--- src/rtl/zxmmc_pkg.sv ---
// Shared constants and state encoding for the ZXMMC SPI initiator.
package zxmmc_pkg;

  // Default low address bytes of the ZXMMC I/O ports.
  localparam logic [7:0] ZXMMC_PORT_CS   = 8'hE7;
  localparam logic [7:0] ZXMMC_PORT_DATA = 8'hEB;

  // One SPI byte is 8 SCK periods, i.e. 16 half-period phases.
  localparam int SPI_PHASES = 16;

  typedef enum logic {
    IDLE  = 1'b0,
    SHIFT = 1'b1
  } spiState;

endpackage

--- src/rtl/spi_byte.sv ---
// Mode-0 SPI byte shifter: sends tx MSB first, collects rx, one phase per ce.
module spi_byte
  import zxmmc_pkg::*;
(
  input  logic       clock,
  input  logic       reset,
  input  logic       ce,
  input  logic       start,
  input  logic [7:0] tx,
  output logic [7:0] rx,
  output logic       done,
  output logic       busy,
  output logic       spiCk,
  output logic       spiMosi,
  input  logic       spiMiso
);

  localparam logic [3:0] LAST_PHASE = 4'(SPI_PHASES - 1);

  spiState     state, stateNext;
  logic [3:0]  phase, phaseNext;
  logic [7:0]  txShift, txShiftNext;
  logic [7:0]  rxShift, rxShiftNext;
  logic        ckNext;

  // State register; everything else is computed in the next-state block.
  // NOTE: sequential state uses non-blocking assignments so every register
  // samples pre-edge values, independent of block evaluation order.
  always_ff @(posedge clock or negedge reset) begin
    if (!reset) begin
      state   <= IDLE;
      phase   <= '0;
      txShift <= 8'hFF;
      rxShift <= 8'hFF;
      spiCk   <= 1'b0;
    end else begin
      state   <= stateNext;
      phase   <= phaseNext;
      txShift <= txShiftNext;
      rxShift <= rxShiftNext;
      spiCk   <= ckNext;
    end
  end

  // Next-state logic: rise and sample on even phases, fall and shift on odd.
  // NOTE: every output of this block gets a default first; otherwise a path
  // that skips an assignment would infer a latch.
  always_comb begin
    stateNext   = state;
    phaseNext   = phase;
    txShiftNext = txShift;
    rxShiftNext = rxShift;
    ckNext      = spiCk;
    done        = 1'b0;
    case (state)
      IDLE: begin
        // A ce arriving together with start is not consumed as phase 0.
        if (start) begin
          stateNext   = SHIFT;
          phaseNext   = '0;
          txShiftNext = tx;
          ckNext      = 1'b0;
        end
      end
      SHIFT: begin
        if (ce) begin
          phaseNext = phase + 4'd1;
          if (!phase[0]) begin
            ckNext = 1'b1;
            rxShiftNext[3'd7 - phase[3:1]] = spiMiso;
          end else begin
            ckNext      = 1'b0;
            txShiftNext = {txShift[6:0], 1'b1};
            if (phase == LAST_PHASE) begin
              stateNext = IDLE;
              done      = 1'b1;
            end
          end
        end
      end
      default: stateNext = IDLE;
    endcase
  end

  // Bit 0 is sampled on phase 14, so rxShift is complete when done fires.
  assign rx      = rxShift;
  assign busy    = (state == SHIFT);
  assign spiMosi = (state == SHIFT) ? txShift[7] : 1'b1;

endmodule

--- src/rtl/zxmmc_spi.sv ---
// ZXMMC Z80 port decoder, chip-select register and SPI byte initiator.
module zxmmc_spi
  import zxmmc_pkg::*;
#(
  parameter logic [7:0] PORT_CS   = ZXMMC_PORT_CS,
  parameter logic [7:0] PORT_DATA = ZXMMC_PORT_DATA
) (
  input  logic       clock,
  input  logic       reset,
  input  logic       ce,
  input  logic       iorq,
  input  logic       rd,
  input  logic       wr,
  input  logic [7:0] a,
  input  logic [7:0] d,
  output logic [7:0] q,
  output logic       sel,
  output logic       busy,
  output logic       spiCs,
  input  logic       spiMiso,
  output logic       spiCk,
  output logic       spiMosi
);

  logic       acc, accReg, accEvent;
  logic       csWrite, dataWrite, dataRead;
  logic       start, done;
  logic [7:0] tx, rx;

  // One event per bus cycle: the first clock on which the access is seen.
  assign acc       = ~iorq & (~rd | ~wr);
  assign accEvent  = acc & ~accReg;
  assign csWrite   = accEvent & ~wr & (a == PORT_CS);
  assign dataWrite = accEvent & ~wr & (a == PORT_DATA);
  assign dataRead  = accEvent & ~rd & (a == PORT_DATA);

  // Accesses to the data port while busy are dropped; a read clocks out FFs.
  assign start = (dataWrite | dataRead) & ~busy;
  assign tx    = dataWrite ? d : 8'hFF;

  assign sel = ~iorq & ~rd & (a == PORT_DATA);

  // Bus-access edge detector, chip-select latch and received-byte register.
  always_ff @(posedge clock or negedge reset) begin
    if (!reset) begin
      accReg <= 1'b0;
      spiCs  <= 1'b1;
      q      <= 8'hFF;
    end else begin
      accReg <= acc;
      if (csWrite) spiCs <= d[0];
      if (done)    q     <= rx;
    end
  end

  spi_byte u_spiByte (
    .clock   (clock),
    .reset   (reset),
    .ce      (ce),
    .start   (start),
    .tx      (tx),
    .rx      (rx),
    .done    (done),
    .busy    (busy),
    .spiCk   (spiCk),
    .spiMosi (spiMosi),
    .spiMiso (spiMiso)
  );

endmodule

--- config.mk ---
export PLATFORM = sky130hd
export DESIGN_NAME = zxmmc_spi
export DESIGN_NICKNAME = d
export VERILOG_FILES = /design/src/rtl/zxmmc_pkg.sv /design/src/rtl/spi_byte.sv /design/src/rtl/zxmmc_spi.sv
export SDC_FILE = /design/constraint.sdc
export NUM_CORES = 1
export LEC_CHECK = 0
export CORE_MARGIN = 10
export CORE_UTILIZATION = 45
export CTS_CLUSTER_SIZE = 16
export DETAILED_ROUTE_END_ITERATION = 7
export GPL_ROUTABILITY_DRIVEN = 0
export GPL_TIMING_DRIVEN = 0
export PLACE_DENSITY_LB_ADDON = 0.2
export SLEW_MARGIN = 5
export SYNTH_ARGS = -nofsm -noshare
export SYNTH_HDL_FRONTEND = slang
export SYNTH_SLANG_ARGS = --single-unit
export TNS_END_PERCENT = 30
--- constraint.sdc ---
create_clock -name clock -period 1.7 [get_ports clock]
set_input_delay 0.34 -clock clock [delete_from_list [all_inputs] [get_ports clock]]
set_output_delay 0.34 -clock clock [all_outputs]
set_load 0.005 [all_outputs]
==> Word-level counts from Yosys, hierarchy flattened <==
Index checks and enable logic that the tools add are counted.
{ "word_totals": {"input_bits": 23, "reg_bits": 32, "word_cells": 65, "ram_bits": 0, "latch_bits": 0, "memories": 0, "rom_bits": 0} }
{ "classes": {"bitwise_logic": 18, "mux": 25, "mul": 0, "addsub": 2, "shift": 0, "div": 0, "order_cmp": 2, "n_reduce_logical": 4, "n_eq_ne": 6} }
{ "op_table": {"columns": ["cell", "n"], "rows": [
  ["$mux 8", 4],
  ["$eq 8x8->1 const B", 2],
  ["$pmux 8 s2", 1],
  ["$mux 1", 13],
  ["$and 1x1->1", 10],
  ["$bwmux 8", 1],
  ["$mux 4", 2],
  ["$pmux 4 s2", 1],
  ["$ne 2x2->1 const B", 3],
  ["$not 1->1", 6],
  ["$reduce_and 3->1", 2],
  ["$add 4x1->4 const B", 1],
  ["$eq 4x4->1 const B", 1],
  ["$lt 3x4->1 const B", 1],
  ["$pmux 1 s2", 2],
  ["$demux 1 s3", 1],
  ["$ge 3x1->1 const B", 1],
  ["$sub 3x3->3 const A", 1],
  ["$or 1x1->1", 2],
  ["$reduce_and 2->1", 1],
  ["$logic_and 1x1->1", 1]
]} }

==> Longest topological paths before layout <==
{ "logic_depth": {"ltp_word": 10, "mapped_depth": 5, "mapped_depth_nobuf": 4} }

==> Cells and area by module <==
Synthesis repeated with hierarchy kept, for this count alone.
{ "unflattened": {"hier_cells": 125, "area_unflattened_um2": 1604.0} }
{ "by_module_without_submodules": {"columns": ["mod", "seq_area_each_um2", "area_each_um2", "cells_per_inst", "instances"], "rows": [
  ["spi_byte", 545.5, 1086.0, 87, 1],
  ["zxmmc_spi", 261.5, 518.0, 38, 1]
]} }

==> Least setup slack after synthesis <==
Ideal clock, no wire load.
{ "synth_timing": {"path_kind": "register to register", "startpoint": "register u_spiByte.phase[0]", "endpoint": "register q[0]", "required_time_ns": 1.618, "path_slack_ns": 0.196, "stages_incl_launch_ff": 5, "setup_time_ns": 0.082, "n_path_buf": 0, "arrival_time_ns": 1.422, "path_cell_list": "dfrtp_1 ha_1 nand3_1 nor3_4 mux2_2"} }
{ "synth_via": {"elab_chain_len": 5} }
{ "synth_rtl": {"columns": ["item", "line_no", "text"], "rows": [
  ["start: declaration", "spi_byte.sv:21", "logic [3:0] phase, phaseNext;"],
  ["start signal: assignment", "spi_byte.sv:38", "phase <= phaseNext;"],
  ["$eq 4x4->1", "spi_byte.sv:74", "if (phase == LAST_PHASE) begin"],
  ["$mux 1", "spi_byte.sv:74", null],
  ["$mux 1 (*)", "spi_byte.sv:68", "if (!phase[0]) begin"],
  ["$mux 1 (*)", "spi_byte.sv:66", "if (ce) begin"],
  ["$mux 1 (*)", "spi_byte.sv:55", "case (state)"],
  ["end signal: assignment", "zxmmc_spi.sv:52", "if (done) q <= rx;"],
  ["end: declaration", "zxmmc_spi.sv:16", "output logic [7:0] q,"]
]} }
Every way passes the cells marked *; elsewhere a longest branch is shown, timed or not.
A chain may end at the register's enable or synchronous reset.

==> Worst setup path in the final report <==
{ "layout_timing": {"startpoint": "input a[7]", "endpoint": "output sel"} }
{ "layout_via": {"elab_chain_len": 2} }
{ "layout_rtl": {"columns": ["item", "line_no", "text"], "rows": [
  ["start: declaration", "zxmmc_spi.sv:14", "input logic [7:0] a,"],
  ["$eq 8x8->1", "zxmmc_spi.sv:41", "assign sel = ~iorq & ~rd & (a == PORT_DATA);"],
  ["$and 1x1->1", "zxmmc_spi.sv:41", null],
  ["end: declaration", "zxmmc_spi.sv:17", "output logic sel,"]
]} }
No other way between the ends.

==> flow_summary.yaml <==
power:
  power_density_mw_per_mm2: 747.0
  power_mw: 1.486
  leakage_nw: 0.8812
  p_clk_share_pct: 30.4
  power_switching_uw: 378.8
  seqPwrFrac_pct: 55.1
  p_sw_share_pct: 25.49
  peakVddDrop_mv: 0.6471
  combPwrFrac_pct: 14.5
  p_int_mw: 1.107
die:
  num_rows: 20
  coreArea_mm2: 0.003128
  die_w_um: 77.74
  dieArea_mm2: 0.006044
  die_h_um: 77.74
  start_util_pct: 47.96
  ios: 36
critical_path:
  regToRegEndpoint: "q[6]"
  ff2ff_path_depth: 5
  crit_required_ns: 1.36
  cpPeakStageDelay_ns: 0.48
  r2r-start: "u_spiByte.phase[1]"
  critPathKind: "in -> out"
  cp-start-kind: "input pin"
  crit_path_max_fanout: 2
  path_cells: "clkdlybuf4s50_1 > and4b_2 > nand2_1 > nor3_1 > buf_2"
  cp.arrival_ns: 1.38
  r2r_slack_ns: 0.10
  worst_setup_path_end_kind: "primary output"
  slowest_stage: "clkdlybuf4s50_1"
route:
  wire_per_inst_um: 15.62
  routed_wl_um: 3280
  via_per_inst: 5.262
  num_vias: 1105
  antenna_left: 0
  route.detailed.drc: 0
  drtIter0Drc: 79
  drtPass1Iterations: 4
logic_synthesis:
  yosysTopAreaCell: "dfstp_2"
  synth_top_area_share_pct: 43.79
  yosys_warnings: 0
  synth_cell_type_count: 33
  synth_edf_count: 0
  ys_async_sr_fraction_pct: 100.0
  netlist_instances: 119
  yosys_most_used_dff: "dfstp_2"
  synth.area.top_cells: "dfstp_2, mux2_2, dfrtp_1"
  yosysSeqAreaShare_pct: 53.79
  syn_area_per_cell_um2: 12.61
  synth_area_mm2: 0.001500
  syn-num-nets: 143
  synth-seq-cells: 31
sta:
  finalClockSkew_ns: 0.01319
  hold_viol_final: 0
  timing.final.crit_share_pct: 100.9
  fin_crit_ns: 1.715
  finalSetupTns_ns: -0.01523
  slew-limit-headroom_pct: 54.93
  setup_violations: 1
  report.final.slew_viol_count: 0
  fmax_mhz: 583.0
  rsz0062_at_grt: "yes"
  tightest_slew_ns: 0.6761
  fin_ws_ns: -0.01523
  holdWs_ns: 0.02800
cts:
  cts_buffers: 5
  clkTransAtPathRegs_ns: 0.10
  ctsHoldBuffers: 0
  clkLatencyLatePin_ns: 0.34
  tritoncts: "done"
  numClockSinks: 31
  clock_path_buffers: 2
  htreeDepth: 2
  cts-root-buf: "clkbuf_4"
grt:
  grt-ovfl-total: 0
  grtUsageTotal_pct: 11.60
  antenna_found_initial: 0
  grt_pass1_wl_um: 5630
  grt_pass1_vias: 1138
  grt_max_degree: 32
cells_and_area:
  final_layout_size_suffix_gt1_share_pct: 42.17
  fill_cells: 271
  antenna_cells: 0
  syn_to_final_growth_pct: 32.61
  fin_nets: 189
status:
  status: "complete, but fails checks"
  violations: "negative setup slack"
flow_run:
  cap_violations: 0
min_path:
  min_path_type: "in -> async"
placement:
  io_buffers: 35
  dp_hpwl_um: 2390
[routing by layer]
| metal | global-route usage [%] | wire length, um |
|---|---|---|
| met2 | 18.74 | 1642 |
| met1 | 13.18 | 1409 |
| met4 | 3.832 | 45 |
| met5 | 0 | 0 |
| met3 | 5.530 | 182 |
[synth_stat cells, types with 2 or more instances]
master / instances
nand3_1: 10
dfstp_2: 25
dfrtp_1: 6
mux2i_1: 7
o21ai_0: 3
nand3b_1: 2
inv_1: 7
or3_1: 2
buf_4: 2
nor2_1: 2
nor3b_1: 2
nand2_1: 7
o22ai_1: 7
mux2_2: 17
nor3_1: 2
[power groups by stage]
stage	Combinational, mW	Clock (mW)	Sequential [mW]
after floorplan	0.0700	0	0.833
after global placement	0.176	0	0.839
after detailed placement	0.185	0	0.843
after CTS	0.220	0.466	0.819
after global routing	0.243	0.510	0.826
final	0.215	0.452	0.819
[per-stage QoR]
stage	worst slack (ns)	util (%)	area, um^2	std cells
final	-0.01523	63.60	1989	210
after global routing	-0.05009	63.60	1989	210
after CTS	-0.01756	63.04	1972	209
after detailed placement	-0.5193	60.92	1906	198
after global placement	-0.4945	60.92	1906	198
after floorplan	0.1959	-	1500	119
[worst max path at each step]
stage | end | slack (ns) | depth (start not counted) | startpoint
after floorplan | q[0] | 0.20 | 4 | u_spiByte.phase[0]
after global placement | sel | -0.49 | 5 | a[3]
after detailed placement | sel | -0.52 | 5 | a[3]
after CTS | sel | -0.02 | 5 | a[6]
after global routing | sel | -0.05 | 5 | a[7]
final | sel | -0.02 | 5 | a[7]
[layout by cell type, fill, tap and decap left out, drive strengths merged, types with 2 or more instances in the layout]
cell type | netlist | layout
dfrtp | 6 | 6
mux2 | 17 | 17
nor3b | 2 | 2
buf | 3 | 9
mux2i | 7 | 7
and4b | 2 | 2
nor2 | 2 | 2
inv | 8 | 8
o21ai | 3 | 3
dfstp | 25 | 25
nand3 | 11 | 11
nor3 | 4 | 4
nand3b | 2 | 2
or3 | 2 | 2
o22ai | 7 | 7
clkdlybuf4s50 | 0 | 21
nand2 | 8 | 8
clkbuf | 0 | 7
dlygate4sd2 | 0 | 11
[worst max-delay path, delay by kind of cell]
family | cells | cell delay (ns)
and+or+nand+nor | 3 | 0.42
buffers and inverters | 2 | 0.62
[sequential cells by signal, indices dropped and copies added, names as in the netlist]
register / count
u_spiByte.txShift: 8
u_spiByte.phase: 4
q: 8
u_spiByte.busy: 1
accReg: 1
u_spiByte.rx: 8
spiCs: 1
[what timing repair did]
item,CTS,global route
setup endpoints to repair,20,9
gates resized for setup,17,1
setup buffers,3,1
endpoints found under the hold margin,0,0
pin swaps,1,2
[cell families after synthesis]
logic type | Yosys count | synth area share (%)
fa+ha+maj | 1 | 0.8339
xor+xnor | 1 | 0.5839
buf+inv | 11 | 3.336
flops | 31 | 53.79
simple gates | 37 | 16.68
mux | 24 | 17.43
compound gates | 14 | 7.339
[area by class of cell]
cell class                      instances  area [um^2]  share of cell area, %
Tap cell                               44        55.05                  2.767
Clock buffer                            7        55.05                  2.767
Timing Repair Buffer                   39        371.6                  18.68
Multi-Input combinational cell         77        644.4                  32.39
Sequential cell                        31        808.3                  40.63
Clock inverter                          1        5.005                 0.2516
Inverter                                8        30.03                  1.509
Buffer                                  3        20.02                  1.006
Power figures use the tool's default switching activity.
